===== src/rtl/calc_driver.sv =====
// Sequences queued ALU commands onto the calculator's button/switch inputs and
// captures each result from its LEDs, with a collapsible accumulator-clear request.
module calc_driver #(
  parameter int unsigned DEPTH     = 4,
  parameter int unsigned SETUP_CYC = 2,
  parameter int unsigned HOLD_CYC  = 1
) (
  input  logic                     clk,
  input  logic                     btnu,
  input  logic                     cmd_valid,
  output logic                     cmd_ready,
  input  logic [2:0]               cmd_op,
  input  logic [15:0]              cmd_operand,
  input  logic                     clr_req,
  input  logic [15:0]              led_in,
  output logic                     out_btnl,
  output logic                     out_btnc,
  output logic                     out_btnr,
  output logic                     out_btnd,
  output logic                     out_btnu,
  output logic [15:0]              out_sw,
  output logic                     res_valid,
  input  logic                     res_ready,
  output logic [15:0]              res_data,
  output logic                     busy,
  output logic [$clog2(DEPTH):0]   fifo_count
);

  localparam int unsigned PW   = $clog2(DEPTH);
  localparam int unsigned MAXC = (SETUP_CYC > HOLD_CYC) ? SETUP_CYC : HOLD_CYC;
  localparam int unsigned CW   = $clog2(MAXC) + 1;

  typedef enum logic [2:0] {
    StIdle, StClear, StSetup, StStrobe, StHold, StCapture, StResult
  } state_e;

  state_e          state_q, state_d;
  logic [CW-1:0]   cnt_q, cnt_d;
  logic            clr_pend_q, clr_pend_d;
  logic [18:0]     mem [DEPTH];
  logic [PW-1:0]   wr_ptr_q, rd_ptr_q;
  logic [PW:0]     count_q;
  logic            push, pop, clr_eff;
  logic [18:0]     head;

  // DEPTH is a power of two, so the MSB of the count is set only when full.
  assign cmd_ready  = ~count_q[PW];
  assign fifo_count = count_q;
  assign push       = cmd_valid & cmd_ready & ~btnu;
  assign head       = mem[rd_ptr_q];
  assign clr_eff    = clr_pend_q | clr_req;
  assign busy       = (state_q != StIdle);

  always_comb begin
    state_d    = state_q;
    cnt_d      = cnt_q;
    clr_pend_d = clr_pend_q | clr_req;
    pop        = 1'b0;
    unique case (state_q)
      StIdle: begin
        if (clr_eff) begin
          state_d    = StClear;
          clr_pend_d = 1'b0;
        end else if (count_q != '0) begin
          pop     = 1'b1;
          state_d = StSetup;
          cnt_d   = '0;
        end
      end
      StClear: state_d = StIdle;
      StSetup: begin
        if (cnt_q == CW'(SETUP_CYC - 1)) state_d = StStrobe;
        else                             cnt_d   = cnt_q + 1'b1;
      end
      StStrobe: begin
        state_d = StHold;
        cnt_d   = '0;
      end
      StHold: begin
        if (cnt_q == CW'(HOLD_CYC - 1)) state_d = StCapture;
        else                            cnt_d   = cnt_q + 1'b1;
      end
      StCapture: state_d = StResult;
      StResult: begin
        if (res_ready) state_d = StIdle;
      end
      default: state_d = StIdle;
    endcase
  end

  always_ff @(posedge clk) begin
    if (push) mem[wr_ptr_q] <= {cmd_op, cmd_operand};
  end

  always_ff @(posedge clk) begin
    if (btnu) begin
      state_q    <= StIdle;
      cnt_q      <= '0;
      clr_pend_q <= 1'b0;
      wr_ptr_q   <= '0;
      rd_ptr_q   <= '0;
      count_q    <= '0;
      out_btnl   <= 1'b0;
      out_btnc   <= 1'b0;
      out_btnr   <= 1'b0;
      out_btnd   <= 1'b0;
      out_btnu   <= 1'b0;
      out_sw     <= '0;
      res_valid  <= 1'b0;
      res_data   <= '0;
    end else begin
      state_q    <= state_d;
      cnt_q      <= cnt_d;
      clr_pend_q <= clr_pend_d;
      if (push) wr_ptr_q <= wr_ptr_q + 1'b1;
      if (pop)  rd_ptr_q <= rd_ptr_q + 1'b1;
      if (push && !pop)      count_q <= count_q + 1'b1;
      else if (pop && !push) count_q <= count_q - 1'b1;
      if (pop) {out_btnl, out_btnc, out_btnr, out_sw} <= head;
      // Strobes are registered off the next state so they track STROBE/CLEAR exactly.
      out_btnd <= (state_d == StStrobe);
      out_btnu <= (state_d == StClear);
      if (state_q == StCapture) begin
        res_data  <= led_in;
        res_valid <= 1'b1;
      end else if (state_q == StResult && res_ready) begin
        res_valid <= 1'b0;
      end
    end
  end

endmodule


===== config.mk =====
export PLATFORM = sky130hd
export DESIGN_NAME = calc_driver
export DESIGN_NICKNAME = d
export VERILOG_FILES = /design/src/rtl/calc_driver.sv
export SDC_FILE = /design/constraint.sdc
export NUM_CORES = 1
export LEC_CHECK = 0
export ABC_AREA = 1
export CORE_MARGIN = 10
export CORE_UTILIZATION = 40
export DETAILED_ROUTE_END_ITERATION = 8
export PLACE_DENSITY_LB_ADDON = 0.25
export SLEW_MARGIN = 20
export SYNTH_ARGS = -nofsm -noshare
export SYNTH_HDL_FRONTEND = slang
export SYNTH_SLANG_ARGS = --single-unit

===== constraint.sdc =====
create_clock -name clk -period 3.75 [get_ports clk]
set_input_delay 0.375 -clock clk [delete_from_list [all_inputs] [get_ports clk]]
set_output_delay 0.375 -clock clk [all_outputs]
set_load 0.05 [all_outputs]

==> results of run 1 <==
==> cell families (layout without fill, tap and decap cells) <==
family | after synthesis | after routing
AO/OA/AOI/OAI | 113 | 113
adder cells (fa/ha/maj) | 8 | 8
buffers and inverters | 52 | 150
flip-flops | 127 | 127
AND/OR/NAND/NOR | 158 | 158
==> layer usage <==
| metal | up-vias | track usage [%] | share of wire, % |
|---|---|---|---|
| met3 | 8 | 4.311 | 6.9 |
| met2 | 93 | 21.71 | 49 |
| met5 | - | 0 | 0 |
| li1 | 1741 | - | - |
| met4 | 0 | 8.175 | 1.2 |
| met1 | 1592 | 15.96 | 43 |
==> metrics by stage <==
stage / worst slack (ns) / std cells / power, mW / hold WS (ns) / cell area (µm²)
2_1_floorplan: 1.337 / 458 / 2.770 / 0.4739 / 4888
3_3_place_gp: 1.325 / 671 / 3.182 / 0.4856 / 5826
3_5_place_dp: 1.252 / 671 / 3.210 / 0.4867 / 5826
4_1_cts: 1.508 / 703 / 4.938 / 0.4963 / 6457
5_1_grt: 1.394 / 703 / 5.148 / 0.5095 / 6457
6_report: 1.531 / 703 / 4.880 / 0.4961 / 6457
==> power groups by stage <==
stage	combinational (mW)	clock [mW]	sequential [mW]
after detailed placement	1.44	0	1.77
final	1.43	1.72	1.74
after global placement	1.42	0	1.76
after global routing	1.57	1.81	1.76
after CTS	1.45	1.75	1.74
after floorplan	0.651	0	2.12
==> synthesized netlist by cell type, drive strengths merged <==
cell type | count | area share, %
and3 | 1 | 0.13
buf | 10 | 1.5
o22ai | 20 | 2.6
clkbuf | 13 | 1.0
nor2 | 132 | 11
o21ai | 81 | 8.4
a21oi | 11 | 1.3
nor3 | 1 | 0.10
ha | 7 | 1.8
edfxtp | 76 | 47
o31ai | 1 | 0.15
nand2 | 19 | 1.5
fa | 1 | 0.41
nand3 | 5 | 0.87
clkinv | 1 | 0.077
dfxtp | 51 | 21
inv | 28 | 2.1
==> final timing paths <==
kind / startpoint / to / cells past startpoint
worst max-delay path: state_q[0] / busy / 3
worst min-delay path: res_valid / res_valid / 2
worst max register to register: state_q[0] / fifo_count[1] / 9
worst min register to register: res_valid / res_valid / 2
==> sequential cells by signal, summed over array words and instances (netlist names), 2 cells and up <==
signal      cells
cnt_q           2
mem            76
wr_ptr_q        2
state_q         3
fifo_count      3
out_sw         16
res_data       16
rd_ptr_q        2
==> area by class of cell <==
cell class / instances / area [µm²]
repair buffers: 89 / 873.3
clock buffers: 19 / 442.9
multi-input cells: 279 / 1356
flip-flops and latches: 127 / 3303
inverters: 29 / 108.9
clock inverters: 13 / 188.9
fillers: 1072 / 5554
well taps: 147 / 183.9
==> critical path: stages, from the launching register on <==
cell,delay [ns]
dfxtp_1,0.44
nor2_2,0.08
nand2_2,0.09
clkdlybuf4s50_1,0.82
==> metrics, run 1 <==
status complete, no violations; sequential area share after synthesis between 60% and 70%; synthesized-area fraction occupied by xor and xnor cells 0%; Remaining DRCs 0; I/O pin count 83; Setup-failing EPs final 0; clk root buf clkbuf_16; Slew HR between 50% and 60%; Layout Area Growth over Synthesis 32.10%; critical path type reg -> out; RSZ-0062 raised after global routing false; Syn Nets between 500 and 600; Max Cap Violations 0; DRT antenna net count 0; Core ar. around 12000 µm²; Distinct cells, synth 28; Adder-Cell Fraction of Synth Area 2.201%; leak pwr 2.442 nW; gpl congestion 0.8148; vias in the first global route 3551; vias per cell ~4.9; Post-DP HPWL ~7000 µm; post-CTS sizing 0; Final Max Tran Viols 0; Psw roughly 1.7 mW; post-synthesis mux area share 0%; Switching Share around a third; vias post-DR roughly 3400; largest family of logic cells by synthesized area simple AND/OR/NAND/NOR gates; Int Pwr between 3 and 4 mW; H-tree Lvls 4; highest net fanout along the worst path 6; Final Hold Viols 0; Peak VDD IR between 0.3 and 0.4 mV; Die W around 130 µm; first-pass GRT wire length about 18000 µm; maximum clock frequency 450.6 MHz; Mean Syn Cell Area around 11 µm²; Detailed Route WL 11040 µm; gr usage total between 10 and 15%; compound-gate portion of the synthesized area 12.36%; Congestion Overflow GR 0; CP arrival roughly 1.8 ns; FP Rows 40; Ys Warns 0; CTS tree done; commonest non-fill, non-tap cell in the layout nor2_1; Final Skew around 0.013 ns; largest net degree at the start of global routing 45; die area 17040 µm²; Startpoint Class flop; synthesized flop and latch total around 130; die height 130.6 µm; final core utilization between 50 and 60%; combinational power share a little under 30%; register share of total power ~36%; Starting DRT DRC Count roughly 320; Clk Latency, worst-skew pair roughly 0.42 ns; Worst Setup End Kind primary output; input/output buffers a little over 80; Post-Syn Area 4888 µm²; minimum clock period 2.219 ns; initial core utilization between 40% and 50%; wire per inst 15.70 µm; clock slew at reported path FFs around 0.050 ns; Nets between 500 and 600; Post-CTS Hold Buffers 0; initial antenna violation count 0; Mapped Cells 458; fin crit share between 50 and 60%; diode count 0; Synth Area in Simple Gates 13.18%; Pre-antenna DRT Iters 4; clock network power share 35.1%; Slew @ Worst Pin between 0.6 and 0.7 ns; Post-CTS Setup Bufs 0; layout cells sized above 1 under 10%; pwr dens 755.8 nW/µm²; setup_tns 0 ns; WP data required roughly 3.4 ns; worst hold path type reg -> reg; clock sinks roughly 130; worst reg-to-reg setup slack approximately 1.7 ns; CTS Buf Count 17; commonest cells after routing, fill and taps aside nor2_1 (129), clkdlybuf4s50_1 (82), edfxtp_1 (76), o21ai_0 (60), dfxtp_1 (51); Max clock buf depth 2
Power figures use the tool's default switching activity.
==> run 2: changes to the inputs <==
==> constraint.sdc (replaced) <==
create_clock -name clk -period 2.1 [get_ports clk]
set_input_delay 0.21 -clock clk [delete_from_list [all_inputs] [get_ports clk]]
set_output_delay 0.21 -clock clk [all_outputs]
set_load 0.05 [all_outputs]
==> metrics, run 2 (synthesized netlist as in run 1, its figures left out) <==
critical path type reg -> out; die height 130.6 µm (unchanged); highest net fanout along the worst path 4 (-2); commonest non-fill, non-tap cell in the layout nor2_1; Final Max Tran Viols 0 (unchanged); wire per inst 15.84 µm (+0.88%); leak pwr 2.511 nW (+2.8%); Post-DP HPWL 7070 µm (+1.1%); FF/Latch Area 3309 µm² (+0.19%); Peak VDD IR 0.6668 mV (+80%); Fillers 1048 (-2.2%); Remaining DRCs 0 (unchanged); Final Skew 0.02073 ns (+0.007414 ns); Final Hold Viols 0 (unchanged); vias post-DR 3477 (+1.3%); CTS Buf Count 17 (unchanged); fin crit share 89.88%; Layout Area Growth over Synthesis 35.63%; vias per cell 4.918 (+0.68%); busiest grt layer met2; DRT antenna net count 0 (unchanged); max reg flops 76 (unchanged); M3 GR Usage 4.593% (+0.28 points); Top reg by flops mem; Slew HR 58.72% (+0.93 points); Max Cap Violations 0 (unchanged); I/O pin count 83 (unchanged); CTS tree done; status complete, no violations; largest net degree at the start of global routing 45 (unchanged); multi-input logic area 1374 µm² (+1.3%); Total Power 9.091 mW (+86%); minimum clock period 1.888 ns; Setup-failing EPs final 0 (unchanged); maximum clock frequency roughly 530 MHz; routing usage on met2 20.52% (-1.2 points); worst hold path type in -> reg; Starting DRT DRC Count 291 (-9.3%); H-tree Lvls 4 (unchanged); layout cells sized above 1 11.79% (+2.1 points); Startpoint Class flop; diode count 0 (unchanged); first-pass GRT wire length 17900 µm (+0.12%); setup_tns 0 ns (unchanged); Post-Layout Cell Count 707 (+0.57%); Pre-antenna DRT Iters 4 (unchanged); commonest cells after routing, fill and taps aside nor2_1 (125), clkdlybuf4s50_1 (81), edfxtp_1 (76), o21ai_0 (60), dfxtp_1 (48); initial antenna violation count 0 (unchanged); WP data required 1.89 ns (-1.49 ns); Congestion Overflow GR 0 (unchanged); Core ar. 12010 µm² (unchanged); Nets 595 (+0.68%); fin area 6630 µm² (+2.7%); clk root buf clkbuf_16; Largest regs mem (76), out_sw (16), res_data (16); Worst Setup End Kind primary output; Die W 130.6 µm (unchanged); area post-placement 5946 µm² (+2.1%); die area 17040 µm² (unchanged); clock sinks 127 (unchanged); met1 usage 17.39% (+1.4 points); Post-CTS Hold Buffers 0 (unchanged); Clk Latency, worst-skew pair 0.41 ns (about the same); initial core utilization 40.70% (unchanged); Max clock buf depth 2 (unchanged); gr usage total 13.49% (-0.19 points); input/output buffers 82 (unchanged); Detailed Route WL 11200 µm (+1.4%); vias in the first global route 3444 (-3.0%); CP arrival 1.68 ns (-0.16 ns); final core utilization 55.20% (+1.4 points); total placed cells including tap cells 675 (+0.60%); gpl congestion 0.7667 (-5.9%); FP Rows 40 (unchanged); RSZ-0062 raised after global routing false; pwr dens 1371 nW/µm² (+81%); clock slew at reported path FFs 0.06 ns (about the same); Slew @ Worst Pin 0.6185 ns (-0.01374 ns)
-- run 2: cell count changes in the layout (fill, tap and decap cells not counted), sizes merged --
cell / delta
bufinv: +2
clkinvlp: +1
clkdlybuf4s50: -1
clkinv: -3
clkbuf: -2
buf: +4
dlymetal6s2s: +1
inv: +2
-- run 2: where the power goes --
group | total [mW] | internal [mW] | switching, mW
Clock | 3.33 | 2.24 | 1.09
Combinational | 2.64 | 0.848 | 1.79
Sequential | 3.12 | 2.95 | 0.166
-- run 2: final timing paths --
check	to	slack [ns]	startpoint	cells after the start
hold / removal	res_data[0]	0.39	led_in[0]	3
setup / recovery	cmd_ready	0.21	fifo_count[2]	2
setup reg to reg	fifo_count[2]	0.26	state_q[0]	12
hold reg to reg	fifo_count[1]	0.48	fifo_count[1]	2
-- run 2: per-stage QoR --
step,hold WS [ns],setup WS [ns]
final,0.3935,0.2124
after global routing,0.3959,0.01833
after CTS,0.3742,0.03581
after detailed placement,0.4733,0.04520
after global placement,0.4665,0.1000
after floorplan,0.3089,0.008656
-- run 2: routing by layer --
layer | vias to the layer above | routed length [µm]
met3 | 8 | 792
met5 | - | 0
met4 | 0 | 92
li1 | 1750 | -
met2 | 115 | 5114
met1 | 1604 | 5201
-- run 2: timing repair --
item,4_1_cts,5_1_grt
gates resized for setup,0,1
endpoints found under the setup margin,0,1
setup buffers,0,0
-- run 2: final cells by class --
| type | count | share of cell area [%] |
|---|---|---|
| flip-flops and latches | 127 | 49.92 |
| multi-input cells | 279 | 20.72 |
| repair buffers | 93 | 14.61 |
| clock buffers | 17 | 6.416 |
| clock inverters | 15 | 3.869 |
| well taps | 147 | 2.774 |
| inverters | 29 | 1.698 |
-- run 2: critical path, stage by stage (launching register included) --
cell             delay [ns]
dfxtp_4                0.35
clkinvlp_4             0.11
clkdlybuf4s50_1        0.82
==> run 3: changes to the inputs <==
--- a/config.mk
+++ b/config.mk
@@ -6,7 +6,7 @@
 export NUM_CORES = 1
 export LEC_CHECK = 0
 export ABC_AREA = 1
-export CORE_MARGIN = 10
+export CORE_MARGIN = 8
 export CORE_UTILIZATION = 40
 export DETAILED_ROUTE_END_ITERATION = 8
 export PLACE_DENSITY_LB_ADDON = 0.25
==> metrics, run 3 (synthesized netlist as in run 1, its figures left out) <==
combinational power share 30.4% (+1.4 points); Setup-failing EPs final 0 (unchanged); first-pass GRT wire length 17990 µm (+0.50%); Post-CTS Setup Bufs 0 (unchanged); Max clock buf depth 2 (unchanged); die area 16010 µm² (-6.0%); pre-CTS setup slack 0.07726 ns (+0.03206 ns); minimum clock period 1.910 ns (+0.02289 ns); Final Hold Viols 0 (unchanged); die height 126.6 µm (-3.1%); I/O pin count 83 (unchanged); Fillers 1064 (+1.5%); clock network power share 33.1% (-3.6 points); Psw 2.960 mW (-2.8%); RSZ-0062 raised after global routing false; gr usage total 14.48% (+1.0 points); Startpoint Class flop; FP Rows 40 (unchanged); initial core utilization 40.87% (+0.17 points); clock slew at reported path FFs 0.05 ns (about the same); Slew @ Worst Pin 0.6815 ns (+0.06299 ns); worst hold path type in -> reg; M3 GR Usage 4.525% (-0.069 points); wire per inst 15.74 µm (-0.67%); pwr dens 1312 nW/µm² (-4.3%); Clk Latency, worst-skew pair 0.41 ns (about the same); layout cells sized above 1 11.25% (-0.54 points); clk root buf clkbuf_16; status complete, no violations; busiest grt layer met2; Nets 595 (unchanged); Largest regs mem (76), out_sw (16), res_data (16); clock sinks 127 (unchanged); Max Cap Violations 0 (unchanged); vias in the first global route 3522 (+2.3%); Worst Setup End Kind primary output; commonest non-fill, non-tap cell in the layout nor2_1; WP data required 1.89 ns (about the same); slowest stage cell, crit path clkdlybuf4s50_1; vias per cell 4.993 (+1.5%); Setup WS post-layout 0.1895 ns (-0.02288 ns); diode count 0 (unchanged); setup_tns 0 ns (unchanged); input/output buffers 82 (unchanged); largest net degree at the start of global routing 45 (unchanged); Post-DP HPWL 6997 µm (-1.0%); initial antenna violation count 0 (unchanged); Layout Area Growth over Synthesis 33.22%; met1 usage 16.85% (-0.54 points); Core ar. 11960 µm² (-0.42%); vias post-DR 3530 (+1.5%); Congestion Overflow GR 0 (unchanged); CP arrival 1.70 ns (+0.02 ns); Hold Worst Slack 0.3955 ns (+0.001960 ns); DRT antenna net count 0 (unchanged); routing usage on met2 23.65% (+3.1 points); gpl congestion 0.7449 (-2.8%); Pre-antenna DRT Iters 4 (unchanged); maximum clock frequency 523.4 MHz (-1.2%); Detailed Route WL 11130 µm (-0.67%); CTS tree done; Slew HR 54.51% (-4.2 points); register share of total power 36.5% (+2.2 points); Top reg by flops mem; commonest cells after routing, fill and taps aside nor2_1 (125), clkdlybuf4s50_1 (81), edfxtp_1 (76), o21ai_0 (60), dfxtp_1 (48); Cell Chain, Critical Path clkinvlp_4 -> clkdlybuf4s50_1; Remaining DRCs 0 (unchanged); Int Pwr 5.583 mW (-7.7%); CP max stage delay 0.84 ns (+0.02 ns); Switching Share 34.65% (+1.2 points); final core utilization 54.45% (-0.75 points); H-tree Lvls 4 (unchanged); highest net fanout along the worst path 4 (unchanged); Die W 126.6 µm (-3.1%); leak pwr 2.449 nW (-2.5%); fin crit share 90.97% (+1.1 points); Final Skew 0.007682 ns (-0.01304 ns); max reg flops 76 (unchanged); Final Max Tran Viols 0 (unchanged); CTS Buf Count 17 (unchanged); critical path type reg -> out; Starting DRT DRC Count 211 (-27%); Peak VDD IR 0.5826 mV (-13%)
-- run 3: repair_timing --
action	CTS	global route
endpoints found under the hold margin	0	0
endpoints found under the setup margin	0	1
gates resized for setup	0	1
hold buffers	0	0
-- run 3: layer usage --
metal | wire length [µm] | up-vias
met5 | 0 | -
met4 | 183 | 0
met3 | 700 | 13
met2 | 5167 | 94
met1 | 5074 | 1675
li1 | - | 1748
-- run 3: power groups by stage --
stage	sequential [mW]	combinational, mW	clock (mW)
floorplan	3.80	1.17	0
global placement	3.16	2.60	0
detailed placement	3.17	2.63	0
CTS	3.12	2.64	2.88
global route	3.15	2.83	2.99
finish	3.12	2.60	2.83
-- run 3: metrics by stage --
step | instance area [µm²] | instances | power [mW]
finish | 6513 | 707 | 8.544
global route | 6513 | 707 | 8.971
CTS | 6510 | 707 | 8.632
detailed placement | 5933 | 675 | 5.797
global placement | 5933 | 675 | 5.758
floorplan | 4916 | 458 | 4.971
-- run 3: area by class of cell --
cell class	instances	area (µm²)	share of cell area (%)
multi-input combinational	279	1374	21.10
clock inverter	11	116.4	1.787
tap	147	183.9	2.824
timing repair buffer	93	955.9	14.68
inverter	29	112.6	1.729
sequential	127	3309	50.82
clock buffer	21	460.4	7.070
-- run 3: critical path: cells and delay by family (launching register included) --
| family | cells | cell delay, ns |
|---|---|---|
| buffers and inverters | 2 | 0.94 |
| flip-flops | 1 | 0.35 |
-- run 3: final timing paths --
| path | from | to | slack (ns) | cells after the start |
|---|---|---|---|---|
| worst max-delay path | fifo_count[2] | cmd_ready | 0.19 | 2 |
| worst min-delay path | led_in[12] | res_data[12] | 0.40 | 3 |
| worst max register to register | state_q[0] | fifo_count[2] | 0.30 | 12 |
| worst min register to register | fifo_count[1] | fifo_count[1] | 0.48 | 2 |
